[config.mk]
export PLATFORM = sky130hd
export DESIGN_NAME = msk_frame_sync
export DESIGN_NICKNAME = d
export VERILOG_FILES = /design/src/rtl/msk_frame_sync.sv
export SDC_FILE = /design/constraint.sdc
export NUM_CORES = 1
export LEC_CHECK = 0
export ABC_AREA = 1
export BUFFER_PORTS_ARGS = -buffer_cell sky130_fd_sc_hd__buf_2
export CAP_MARGIN = 10
export CORE_MARGIN = 4
export CORE_UTILIZATION = 35
export CTS_BUF_LIST = sky130_fd_sc_hd__clkbuf_4
export DETAILED_ROUTE_END_ITERATION = 10
export GPL_TIMING_DRIVEN = 0
export SYNTH_ARGS = -nofsm -noshare
export SYNTH_HDL_FRONTEND = slang
export SYNTH_SLANG_ARGS = --single-unit
[constraint.sdc]
create_clock -name clk -period 4.65 [get_ports clk]
set_input_delay 0.2325 -clock clk [delete_from_list [all_inputs] [get_ports clk]]
set_output_delay 0.2325 -clock clk [all_outputs]
set_load 0.1 [all_outputs]
[src/rtl/msk_frame_sync.sv]
// msk_frame_sync - frame synchronizer for the MSK demodulator bit stream.
//
// Hunts for SYNC_WORD in the serial stream, confirms it at the frame period
// (VERIFY), then flywheels through isolated sync errors (LOCK). Payload bits
// between sync words are packed MSB first into bytes.
//
// Ports:
//   clk          system clock
//   rst          asynchronous reset, active low
//   bit_sync     one-clk bit strobe; din is sampled when high
//   din          demodulated data bit
//   byte_out     assembled payload byte (holds between byte_valid pulses)
//   byte_valid   one-clk pulse, byte_out valid
//   frame_start  one-clk pulse at each accepted or flywheeled frame boundary
//   lock         high while in LOCK
//   state        00 SEARCH, 01 VERIFY, 10 LOCK
module msk_frame_sync #(
  parameter logic [15:0] SYNC_WORD     = 16'hEB90,
  parameter int          PAYLOAD_BYTES = 8,
  parameter int          MAX_ERR       = 1,
  parameter int          LOCK_CNT      = 2,
  parameter int          MISS_CNT      = 2
) (
  input  logic       clk,
  input  logic       rst,
  input  logic       bit_sync,
  input  logic       din,
  output logic [7:0] byte_out,
  output logic       byte_valid,
  output logic       frame_start,
  output logic       lock,
  output logic [1:0] state
);

  localparam int PAY_BITS = 8 * PAYLOAD_BYTES;
  localparam int F        = 16 + PAY_BITS;
  localparam int BW       = $clog2(F);

  localparam logic [7:0] LOCK_C = 8'(LOCK_CNT);
  localparam logic [7:0] MISS_C = 8'(MISS_CNT);
  localparam logic [4:0] ERR_C  = 5'(MAX_ERR);

  typedef enum logic [1:0] {
    SEARCH = 2'b00,
    VERIFY = 2'b01,
    LOCKED = 2'b10
  } st_t;

  st_t st;

  // Only the 15 most recent bits are stored: the oldest bit of the 16-bit
  // window is shifted out before every comparison, so it is never needed.
  logic [14:0]   sr;
  logic [15:0]   nsr;
  logic [15:0]   diff;
  logic [4:0]    err;
  logic [BW-1:0] bcnt;
  logic [BW:0]   pos;      // frame position of the incoming bit
  logic          is_bnd;
  logic          in_pay;
  logic          err_ok;
  logic [7:0]    bsr;
  logic [7:0]    hit, miss;
  logic [7:0]    hit_inc, miss_inc;

  assign state = st;

  always_comb begin
    nsr  = {sr, din};
    diff = nsr ^ SYNC_WORD;
    err  = '0;
    for (int i = 0; i < 16; i++) err = err + 5'(diff[i]);
    err_ok   = (err <= ERR_C);
    pos      = {1'b0, bcnt} + (BW+1)'(1);
    is_bnd   = (bcnt == BW'(F - 1));
    in_pay   = !is_bnd && (pos <= (BW+1)'(PAY_BITS));
    hit_inc  = (hit  == 8'hFF) ? hit  : hit  + 8'd1;
    miss_inc = (miss == 8'hFF) ? miss : miss + 8'd1;
  end

  always_ff @(posedge clk or negedge rst) begin
    if (!rst) begin
      st          <= SEARCH;
      sr          <= '0;
      bcnt        <= '0;
      bsr         <= '0;
      hit         <= '0;
      miss        <= '0;
      byte_out    <= '0;
      byte_valid  <= 1'b0;
      frame_start <= 1'b0;
      lock        <= 1'b0;
    end else begin
      byte_valid  <= 1'b0;
      frame_start <= 1'b0;
      if (bit_sync) begin
        // sr is kept across state changes so an overlapping sync word can be
        // found on the bit right after a failed boundary.
        sr <= nsr[14:0];
        case (st)
          SEARCH: begin
            if (err == 5'd0) begin
              st          <= VERIFY;
              hit         <= '0;
              bcnt        <= '0;
              bsr         <= '0;
              frame_start <= 1'b1;
            end
          end
          VERIFY, LOCKED: begin
            if (is_bnd) begin
              bcnt <= '0;
              bsr  <= '0;
              if (st == VERIFY) begin
                if (err_ok) begin
                  frame_start <= 1'b1;
                  hit         <= hit_inc;
                  if (hit_inc >= LOCK_C) begin
                    st   <= LOCKED;
                    lock <= 1'b1;
                    miss <= '0;
                  end
                end else begin
                  st <= SEARCH;
                end
              end else begin
                if (err_ok) begin
                  miss        <= '0;
                  frame_start <= 1'b1;
                end else if (miss_inc >= MISS_C) begin
                  // Lock lost: no flywheel pulse on the failing boundary.
                  miss <= miss_inc;
                  st   <= SEARCH;
                  lock <= 1'b0;
                end else begin
                  miss        <= miss_inc;
                  frame_start <= 1'b1;
                end
              end
            end else begin
              bcnt <= pos[BW-1:0];
              if (in_pay) begin
                bsr <= {bsr[6:0], din};
                if (pos[2:0] == 3'b000) begin
                  byte_out   <= {bsr[6:0], din};
                  byte_valid <= 1'b1;
                end
              end
            end
          end
          default: begin
            st   <= SEARCH;
            lock <= 1'b0;
          end
        endcase
      end
    end
  end

endmodule

==> impl_metrics.yaml <==
clock_tree:
  htreeDepth: 3
  clk_pin_slew_ns: 0.11
  cts-buffers-inserted: 9
  cts-root-buf: "clkbuf_4"
  cts_buffer_depth: 2
  clock_sinks: 58
  cts_tree: "done"
  worstSkewPairLatency_ns: 0.41
route:
  wl_per_cell_um: 11.8
  final_antenna_net_count: 0
  num_vias: 2922
  drt-pass1-iter-count: 4
  drc: 0
  drt_iter0_markers: 111
  viasPerCell: 4.68
  drt_wl_total_um: 7400
synth:
  synth_flop_cell: "dfrtp_1"
  synth_enable_flop_cells: 0
  synthArstFlopShare_pct: 100
  syn_avg_cell_area_sq_um: 8.18
  synthesis.nets: 479
  syn_inst: 449
  synth_warnings: 0
  syn_area_sq_um: 3670
  ys_ff_latch: 58
  ys_types: 37
  yosysSeqAreaShare_pct: 39.5
sta:
  finalCritPeriodShare_pct: 97.1
  holdWs_ns: 0.0687
  slew_viol_final: 0
  period_minus_slack_ns: 4.52
  final-setup-viol-count: 0
  hold_violations: 0
  max_slew.worst_pin.slew_ns: 0.726
  rsz0062_at_grt: "true"
  fmax_mhz: 221
  maxSlewHeadroom_pct: 51.6
  worst_clock_skew_ns: 0.0278
setup_path:
  crit_top_cell: "fa_1"
  r2r_start: "sr[11]"
  r2r_end: "hit[1]"
  cp_data_required_time_ns: 4.98
  worst_path_max_delay_cell: "fa_1"
  reg2reg_depth: 19
  crit_fanout: 6
  arrival_ns: 4.84
  crit_type: "register to register"
  worstSetupStartpointType: "register"
  setup.worst_path.end_class: "register"
  cpPeakStageDelay_ns: 0.54
  path_cells: "inv_2 > fa_1 > inv_2 > fa_1 > fa_1 > inv_1 > fa_1 > inv_1 > ha_2 > inv_2 > fa_2 > o211a_1 > nand2_4 > o21ai_4 > nand2_4 > nor3_4 > buf_4 > nand4_1 > o21ai_1"
  reg2reg_slack_ns: 0.13
finish:
  syn2layout_area_growth_pct: 14.3
  fin_nets: 514
  fillCellCount: 1086
  drive_above_1_share_pct: 19.8
  antennaDiodeCount: 0
  multiInputGateArea_sq_um: 1930
  finalCoreUtilization_pct: 40.8
  regArea_sq_um: 1450
grt:
  met3_usage_pct: 2.41
  grt_usage_pct: 12.9
  overflow: 0
  grt_util_met2_pct: 20.6
  grt_pass1_wl_um: 13300
  met1_usage_pct: 17.5
  grt_busiest_layer: "met2"
  grt_pass1_vias: 2914
  grt_max_degree: 31
  antenna_found_initial: 0
power:
  power_mw: 2.65
  peakVddDrop_mv: 0.311
  switching_share_pct: 49.4
  clkPwrFrac_pct: 16.7
  p_leak_nw: 2.07
  intPower_mw: 1.34
  p_comb_share_pct: 57.4
  switchingPower_mw: 1.31
  seq_power_share_pct: 25.9
  powerDensity_nw_per_um2: 632
floorplanning:
  initial_core_util_pct: 35.7
  die_w_um: 110
  die-area_sq_um: 12200
  rows: 37
  ioPinCount: 17
  die_h_um: 110
  core_region_area_sq_um: 10300
worst_hold_path:
  min-delay-start: "bit_sync"
  hold_end: "sr[1]"
  min_path_type: "primary input to register"
  worstHoldPathCells: 2
placed_design:
  port_buffers: 15
  post-dp-hpwl_um: 5370
  place_congestion: 0.861
outcome:
  status: "completed"
flow_run:
  drv_cap: 0
[cell usage in the layout (no fill, tap or decap), types with 2 or more instances in the layout]
master      instances
o21ai_2            15
clkinv_2            2
buf_6               4
nand3_1            19
nand3_2             3
o21ai_1             2
fa_1                9
dfrtp_1            58
clkbuf_1            3
o21bai_1            3
bufinv_16           2
o22ai_1             4
nor2_4              3
inv_1              59
nand3b_1            3
nor3_1              2
ha_1               15
nand2_4             4
o21ai_0            30
a21oi_1             4
or2_2               2
clkinvlp_4          2
nand2_1           134
buf_4               7
clkinv_4            2
buf_2              15
xor2_1              6
clkbuf_4            9
nor2_1             26
nand4_1            10
nand2_2            10
inv_2               5
[metrics by stage]
step | worst slack [ns] | std cells | setup TNS, ns | instance area [sq um]
after floorplan | 0.405 | 449 | 0 | 3670
after global placement | 0.165 | 600 | 0 | 3920
after detailed placement | 0.0842 | 601 | 0 | 3940
after CTS | 0.0654 | 618 | 0 | 4120
after global routing | -0.0723 | 625 | -0.354 | 4200
final | 0.135 | 625 | 0 | 4200
[critical path: cells and delay by family, from the launching register on]
kind            cells  cell delay (ns)
flops               1             0.38
buf+inv             6             0.42
fa+ha+maj           6             2.61
simple gates        4             0.55
compound gates      3             0.49
[power by group through the flow]
stage / clock network (mW) / registers, mW / logic (mW)
finish: 0.442 / 0.688 / 1.52
global route: 0.477 / 0.703 / 1.73
CTS: 0.459 / 0.688 / 1.38
detailed placement: 0 / 0.697 / 1.37
global placement: 0 / 0.692 / 1.34
floorplan: 0 / 0.833 / 0.938
[cells by family after synthesis]
kind of cell             after synthesis  share of synthesized area, %
XOR/XNOR                               7                          1.67
flip-flops                            58                          39.5
buffers and inverters                 74                          8.76
adder cells (fa/ha/maj)               26                          10.9
AO/OA/AOI/OAI                         61                          10.5
AND/OR/NAND/NOR                      223                          28.6
[synth_stat cells (all sizes together) (2+ instances only)]
cell | count | share of area, %
dfrtp | 58 | 40
or2 | 3 | 0.51
buf | 5 | 1.6
nand4 | 10 | 1.7
clkinv | 2 | 0.27
o21ai | 48 | 8.2
ha | 16 | 5.5
nor2 | 31 | 4.3
xor2 | 6 | 1.4
nor3 | 4 | 0.99
nand2 | 148 | 16
clkbuf | 3 | 0.31
inv | 64 | 6.5
o21bai | 3 | 0.61
o22ai | 4 | 0.68
fa | 10 | 5.5
nand3 | 22 | 3.3
nand3b | 3 | 0.61
a21oi | 4 | 0.55
[repair_timing]
action | in CTS | in global routing
buffers inserted | 0 | 6
setup endpoints to repair | 0 | 19
resized for setup | 0 | 11
hold endpoints to repair | 29 | 0
hold buffers | 1 | 0
[cell type report]
| type | instances | share of cell area, % |
|---|---|---|
| Buffer | 8 | 1.70 |
| Clock buffer | 9 | 1.61 |
| Clock inverter | 7 | 2.42 |
| Inverter | 66 | 5.96 |
| Multi-Input combinational cell | 317 | 45.9 |
| Sequential cell | 58 | 34.6 |
| Tap cell | 136 | 4.05 |
| Timing Repair Buffer | 24 | 3.76 |
[metal layers]
layer,vias up,wire [um]
li1,1494,-
met1,1376,3700
met2,40,3410
met3,12,197
met4,0,99
met5,-,0
[flip-flops by register name, summed over array words and instances (netlist names)]
signal	cells
byte_out	8
state	2
lock	1
frame_start	1
bcnt	7
bsr	7
byte_valid	1
sr	15
hit	8
miss	8
[worst max-delay path by stage]
stage           start  endpoint  cells past startpoint
6_report       sr[11]    hit[1]                     19
5_1_grt        sr[11]    hit[6]                     19
4_1_cts         sr[6]    hit[6]                     18
3_5_place_dp    sr[6]    bsr[4]                     19
3_3_place_gp    sr[6]    bsr[4]                     19
2_1_floorplan   sr[6]    hit[4]                     17
(Power assumes the default switching activity.)
